File: src/rtl/fetch_ir_unit.sv
// Instruction-fetch front end: PC, IR, variable-latency imem handshake and
// IR field/immediate decode for the multicycle CPU.
module fetch_ir_unit #(
  parameter logic [31:0] RESET_PC = 32'h0000_0000
) (
  input  logic        CLK,
  input  logic        RST,
  input  logic        PCWre,
  input  logic        IRWre,
  input  logic [1:0]  PCSrc,
  input  logic        ExtSel,
  input  logic [31:0] rs_data,
  input  logic [31:0] imem_rdata,
  input  logic        imem_ack,
  output logic        imem_req,
  output logic [31:0] imem_addr,
  output logic [31:0] pc,
  output logic [31:0] pc_plus4,
  output logic [31:0] ir,
  output logic [5:0]  opCode,
  output logic [4:0]  rs,
  output logic [4:0]  rt,
  output logic [4:0]  rd,
  output logic [4:0]  sa,
  output logic [31:0] imm_ext,
  output logic        stall,
  output logic        halted
);

  typedef enum logic [1:0] {IDLE, FETCH, READY, LOADED} state_t;

  state_t      state_q, state_d;
  logic [31:0] pc_q, pc_d;
  logic [31:0] ir_q, ir_d;
  logic [31:0] ibuf_q, ibuf_d;
  logic [31:0] next_pc;

  always_ff @(posedge CLK or negedge RST) begin
    if (!RST) begin
      state_q <= IDLE;
      pc_q    <= RESET_PC;
      ir_q    <= '0;
      ibuf_q  <= '0;
    end else begin
      state_q <= state_d;
      pc_q    <= pc_d;
      ir_q    <= ir_d;
      ibuf_q  <= ibuf_d;
    end
  end

  assign pc_plus4 = pc_q + 32'd4;
  assign imm_ext  = ExtSel ? {{16{ir_q[15]}}, ir_q[15:0]} : {16'h0000, ir_q[15:0]};

  // jr target masks the low two bits of rs_data to keep the PC word-aligned
  always_comb begin
    next_pc = pc_plus4;
    unique case (PCSrc)
      2'b00: next_pc = pc_plus4;
      2'b01: next_pc = pc_plus4 + {imm_ext[29:0], 2'b00};
      2'b10: next_pc = rs_data & 32'hFFFF_FFFC;
      2'b11: next_pc = {pc_plus4[31:28], ir_q[25:0], 2'b00};
      default: next_pc = pc_plus4;
    endcase
  end

  always_comb begin
    state_d = state_q;
    pc_d    = pc_q;
    ir_d    = ir_q;
    ibuf_d  = ibuf_q;
    unique case (state_q)
      IDLE:  state_d = FETCH;
      FETCH: begin
        if (imem_ack) begin
          ibuf_d  = imem_rdata;
          state_d = READY;
        end
      end
      READY: begin
        if (IRWre) begin
          ir_d    = ibuf_q;
          state_d = LOADED;
        end
      end
      LOADED: begin
        if (PCWre) begin
          pc_d    = next_pc;
          state_d = FETCH;
        end
      end
      default: state_d = IDLE;
    endcase
  end

  assign imem_req  = (state_q == FETCH);
  assign stall     = (state_q == IDLE) || (state_q == FETCH);
  assign imem_addr = pc_q;
  assign pc        = pc_q;
  assign ir        = ir_q;
  assign opCode    = ir_q[31:26];
  assign rs        = ir_q[25:21];
  assign rt        = ir_q[20:16];
  assign rd        = ir_q[15:11];
  assign sa        = ir_q[10:6];
  assign halted    = (ir_q[31:26] == 6'b111111);

endmodule

File: config.mk
export PLATFORM = sky130hd
export DESIGN_NAME = fetch_ir_unit
export DESIGN_NICKNAME = d
export VERILOG_FILES = /design/src/rtl/fetch_ir_unit.sv
export SDC_FILE = /design/constraint.sdc
export NUM_CORES = 1
export LEC_CHECK = 0
export BUFFER_PORTS_ARGS = -buffer_cell sky130_fd_sc_hd__buf_2
export CORE_MARGIN = 1
export CORE_UTILIZATION = 51
export CTS_CLUSTER_DIAMETER = 120
export CTS_CLUSTER_SIZE = 40
export DETAILED_ROUTE_END_ITERATION = 8
export PLACE_DENSITY = 0.81
export SLEW_MARGIN = 15
export SYNTH_ARGS = -nofsm -noshare
export SYNTH_HDL_FRONTEND = slang
export SYNTH_SLANG_ARGS = --single-unit
File: constraint.sdc
create_clock -name CLK -period 5.48 [get_ports CLK]
set_input_delay 0 -clock CLK [delete_from_list [all_inputs] [get_ports CLK]]
set_output_delay 0 -clock CLK [all_outputs]
set_load 0.005 [all_outputs]
Yosys cells after proc, flatten, opt, wreduce, memory -nomap -nowiden
Cells that the tools add are included.
{"block": "word_totals", "reg_bits": 98, "inputBits": 72, "output_inout_bits": 189, "elab_cells": 29}
{"block": "classes", "add_sub_neg": 2, "n_eq_ne": 10, "muxes": 6, "n_reduce_logical": 7}
{"operator": "32-bit one-hot mux with 4 select lines", "n": 1}
{"operator": "32-bit by 3-bit adder with 32-bit output (second input constant)", "n": 1}
{"operator": "32-bit adder", "n": 1}
{"operator": "32-bit two-way mux", "n": 1}
{"operator": "2-bit equality test (second input constant)", "n": 4}
{"operator": "2-bit one-hot mux with 4 select lines", "n": 1}
{"operator": "6-bit equality test (second input constant)", "n": 1}
{"operator": "2-bit two-way mux", "n": 3}
{"operator": "2-bit inequality test (second input constant)", "n": 3}
{"operator": "2-bit AND reduction", "n": 3}
{"operator": "2-bit by 1-bit equality test with 1-bit output (second input constant)", "n": 2}
{"operator": "2-bit logical NOT", "n": 2}
{"operator": "3-bit AND reduction", "n": 1}
{"operator": "1-bit logical OR", "n": 1}

Depth between registers and ports, before layout
{"block": "logic_depth", "depth_word": 3, "depth_mapped": 17, "mapped_depth_nobuf": 16}

Worst setup path before layout
No wires, ideal clock.
{"block": "synth_path", "path_type": "register to register", "startpoint": "reg pc_q[5] (netlist: imem_addr[5])", "endpoint": "reg pc_q[31] (netlist: imem_addr[31])", "setup_ns": 0.077, "arrival_ns": 3.940, "required_ns": 5.403, "slack_ns": 1.462, "path_stages_with_launch": 17, "n_path_buf": 1, "period_less_slack_ns": 4.018, "cell_sequence": "dfrtp_1 -> buf_2 -> and4_1 -> nand2_1 -> or3_1 -> nor3_2 -> xor2_1 -> ha_1 -> and4_1 -> and2_1 -> a32oi_1 -> o221ai_1 -> a31o_1 -> a211o_1 -> xnor2_1 -> mux2_2 -> a21oi_1"}
{"block": "synth_via", "elab_chain_len": 3}
{"element": "from (decl)", "line_no": "33", "source": "logic [31:0] pc_q, pc_d;"}
{"element": "from (signal assigned)", "line_no": "46", "source": "pc_q <= pc_d;"}
{"element": "32-bit by 3-bit adder with 32-bit output", "line_no": "52", "source": "assign pc_plus4 = pc_q + 32'd4;"}
{"element": "net pc_plus4[24]", "line_no": "18", "source": "output logic [31:0] pc_plus4,"}
{"element": "32-bit adder", "line_no": "60", "source": "2'b01: next_pc = pc_plus4 + {imm_ext[29:0], 2'b00};"}
{"element": "32-bit one-hot mux with 4 select lines", "line_no": "58", "source": "unique case (PCSrc)"}
The timed path passes the listed nets, and every way through them passes these cells.
A chain may end at the register's enable or synchronous reset.

Final worst setup path
{"block": "layout_path", "startpoint": "reg pc_q[10] (netlist: imem_addr[10])", "endpoint": "reg pc_q[31] (netlist: imem_addr[31])"}
{"block": "layout_via", "elab_chain_len": 3}
{"element": "32-bit by 3-bit adder with 32-bit output (*)", "line_no": "52"}
{"element": "32-bit adder", "line_no": "60"}
{"element": "32-bit one-hot mux with 4 select lines (*)", "line_no": "58"}
Every way passes the cells marked *; elsewhere a longest branch is shown, timed or not.

==> impl.org <==
** Run status
- The run finished with clean final reports.

** Layout
- The count of cells in the finished layout, fillers not included, comes to 1158.
- Area of the multi-input gates :: 4110 sq um
- Share of the core filled with cells in the final layout :: 63.0%
- The post-route netlist has 37.2% of its cells at a drive strength greater than 1.
- Synthesis-to-finish area growth :: 19.3%
- Count of filler cells inserted in the layout :: 1150
- Sequential cell area :: 2400 sq um
- Number of nets in the finished design :: 1085

** Routing
- In the final routed layout, each cell accounts on average for 18.8 um.
- The routed design has 21800 um of wire.
- In this run the remaining antenna-violating nets after routing total 0.
- 1st-pass router iterations :: 5
- The final route contains 6692 vias.
- Initial DRC Count :: 475
- In the routed layout, each cell is associated on average with a via count of 5.78.
- After detailed routing, the number of remaining DRC violations is 0.

** Place
- Before CTS, the worst setup slack after placement is 1040 ps.
- After detailed placement, the design holds a cell count of 1104.
- Input and output buffers added on the ports amount to 252.
- Routability Congestion :: 0.942
- Half-perimeter wire length of the detailed placement result :: 15600 um

** Timing
- Once routing completed, OpenROAD measured the worst setup slack at 930 ps.
- Ratio of final minimum period to clock period :: 83.0%
- Setup repair after global routing left no endpoint under its margin.
- The number of slew-limit violations in the final report is 0.
- The routed design could run at a clock period as short as 4550 ps.
- Maximum clock frequency :: 220 MHz
- The count of endpoints failing hold in the final timing report is 0.
- Relative slew slack :: 33.1%
- The tightest hold path in the finished design has a slack of 26.0 ps.
- Setup violation total in the final timing report :: 0
- For the final database, setup skew stands at 10.7 ps.
- In the final timing run, aggregate negative setup slack is 0 ps.
- Slew at the pin closest to its max-slew limit :: 1000 ps

** Clocking
- The H-tree was split into 3 levels.
- Insertion delay of the later-clocked pin in the worst-skew pair :: 360 ps
- Number of buffers inserted during clock tree synthesis :: 9
- Clock tree synthesis selected as its root buffer the cell clkbuf_16.
- Number of sinks driven by the clock tree :: 96
- CTS tree :: done
- The number of setup buffers added after CTS is 0.
- Clock input transition at the sequential cells of the worst setup and hold paths :: 70 ps
- Deepest clock path buffer count :: 2

** Logic synthesis
- Number of flip-flops and latches in the synthesized netlist :: 96
- Dominant combinational cell family by area after synthesis :: multiplexers
- Counting distinct cell types in the post-synthesis netlist gives 65.
- The most common cell in the synthesized netlist is dfrtp_1.
- The synthesized design contains 0 enable-type register cells.
- Of the total synthesized cell area, the portion taken by XOR and XNOR cells is 6.05%.
- After synthesis, the mean cell area works out to 9.40 sq um.
- Of the synthesized area, sequential elements account for 32.5%.
- For this run, asynchronously set or reset flops after synthesis account for 100%.
- Compound-gate portion of the synthesized area :: 13.7%
- Cell taking the most area after synthesis :: dfrtp_1
- Summed over its instances, the top area cell type makes up 32.5% of the synthesized netlist area.
- Summed instance area of the synthesized netlist :: 7390 sq um
- Mux contribution to synthesized area :: 14.8%
- Total number of yosys warnings :: 0
- After technology mapping, the gate count stands at 786.
- Ranking of synthesized cells by area :: dfrtp_1 (33%), mux2_2 (10%), buf_4 (9.4%)
- Most instantiated cells after synthesis :: dfrtp_1 (96), buf_4 (93), nand2_1 (81)
- Summing the areas of all fa, ha and maj instances in the mapped netlist gives 7.04% of the synthesized area.
- Simple-Gate Fraction of Synth Area :: 13.7%
- Leading register cell type out of synthesis :: dfrtp_1

** Min path
- The worst hold path belongs to the class in -> reg.
- Worst Hold Launch :: rs_data[11]

** Global routing
- In the global route stage, overall resource usage came out at 29.8%.
- Maximum number of pins on one net before global-route repair :: 61
- Via count of the first global-routing pass :: 6313
- Global route overflow :: 0
- Antenna violations before repair :: 1
- The first global-routing pass estimated 33800 um of wire.

** Power and ir drop
- Power per standard cell area :: 608 nW/um^2
- Cell internal power was estimated by the tool at 2.95 mW.
- The clock network burns 12.8% of the power.
- For this design the total switching power over the nets is 2.41 mW.
- Power share of the combinational group :: 58.7%
- Power share of the sequential group :: 28.5%
- VDD sags by at most 0.000302 V.
- Pleak :: 4.34 nW
- Switching portion of total power :: 44.9%

** Die
- Initial Utilization :: 52.8%
- In this run the core area contains 43 standard-cell rows.
- Die area :: 15000 sq um
- 261 I/O pins were placed.
- The die is 122 um tall.
- The floorplan step set the die width to 122 um.
- Core ar. :: 14000 sq um

** Setup path
- Required time at the endpoint of the critical path :: 5770 ps
- Startpoint of the worst setup timing path :: imem_addr[10]
- The worst setup path is launched from a register.
- Of all nets on the critical path, the largest fanout is 9.
- The worst setup path is captured at a register.
- The startpoint identified for the worst register-to-register timing path is imem_addr[10].
- Worst EP arrival :: 4840 ps
- The setup path with the least slack is of type reg -> reg.

** Job
- Max-cap violations in this run came to 0.
-- area by class of cell --
type,instances,area share [%]
multi-input cells,550,46.6
flip-flops and latches,96,27.3
repair buffers,294,19.0
clock buffers,9,2.56
well taps,180,2.56
clock inverters,7,1.08
inverters,21,0.894
diodes,1,0.0284
-- stage by stage --
stage,total power [mW],cell area [sq um]
6_report,5.36,8810
2_1_floorplan,3.80,7410
4_1_cts,5.31,8800
5_1_grt,5.79,8810
3_3_place_gp,4.52,8120
3_5_place_dp,4.59,8120
-- worst max-delay path, cell delays in order, from the launching register on --
cell and delay [ps]:
dfrtp_1 530, and4_1 300, nand3_2 160, or3_1 540, nor3_2 180, xor2_1 250, ha_1 360, and4_1 280
and2_1 220, a32oi_1 260, o221ai_1 160, a31o_1 230, a211o_1 300, xnor2_1 210, mux2_2 360, a21oi_1 140
-- logic make-up after synthesis --
| kind of cell | after synthesis |
|---|---|
| adder cells (fa/ha/maj) | 41 |
| XOR/XNOR | 51 |
| multiplexers | 87 |
| AO/OA/AOI/OAI | 155 |
| buffers and inverters | 145 |
| other | 1 |
| AND/OR/NAND/NOR | 210 |
| flip-flops | 96 |
-- metal layers --
metal | global-route usage, % | share of wire [%]
met2 | 45.5 | 46
met5 | 0 | 0
met4 | 13.9 | 3.1
met3 | 5.58 | 8.1
met1 | 40.8 | 43
-- path summary, 6_finish.rpt --
| kind | end | slack, ps | cells after the start |
|---|---|---|---|
| worst max register to register | imem_addr[31] | 930 | 15 |
| worst max-delay path | imem_addr[31] | 930 | 15 |
| min in group asynchronous | ir[0] | 160 | 2 |
| max in group asynchronous | imem_addr[19] | 4160 | 3 |
| worst min-delay path | imem_addr[11] | 30 | 3 |
| worst min register to register | ir[22] | 500 | 1 |
-- power by group through the flow --
| stage | clock [mW] | combinational (mW) | sequential [mW] |
|---|---|---|---|
| after floorplan | 0 | 2.41 | 1.39 |
| after global placement | 0 | 3.02 | 1.50 |
| after detailed placement | 0 | 3.06 | 1.53 |
| after CTS | 0.694 | 3.10 | 1.52 |
| after global routing | 0.723 | 3.48 | 1.58 |
| final | 0.684 | 3.15 | 1.53 |
-- state kept, by name (all words and copies together), names as in the netlist --
register	flops
ibuf_q	32
state_q	2
ir	32
imem_addr	30
-- cell usage in the layout, fill, tap and decap left out, types with 5 or more instances in the layout --
cell type and instances:
a21o_1 9, a21oi_1 53, a221oi_1 6, and2_1 8, and3_1 14, and4_1 5
buf_2 251, buf_4 6, clkbuf_16 9, conb_1 6, dfrtp_1 96, dlygate4sd3_1 36
ha_1 40, inv_1 20, mux2_2 66, mux2i_1 10, mux4_2 11, nand2_1 81
nand2b_1 10, nand3_1 20, nand4_1 8, nor2_1 42, nor3_1 8, o21ai_0 18
o21ai_1 15, xnor2_1 32, xor2_1 19
-- repair_timing --
item	CTS	global route
hold buffers	36	0
gates resized for setup	0	0
endpoints found under the setup margin	0	0
hold endpoints to repair	71	0
(Power assumes the default switching activity.)
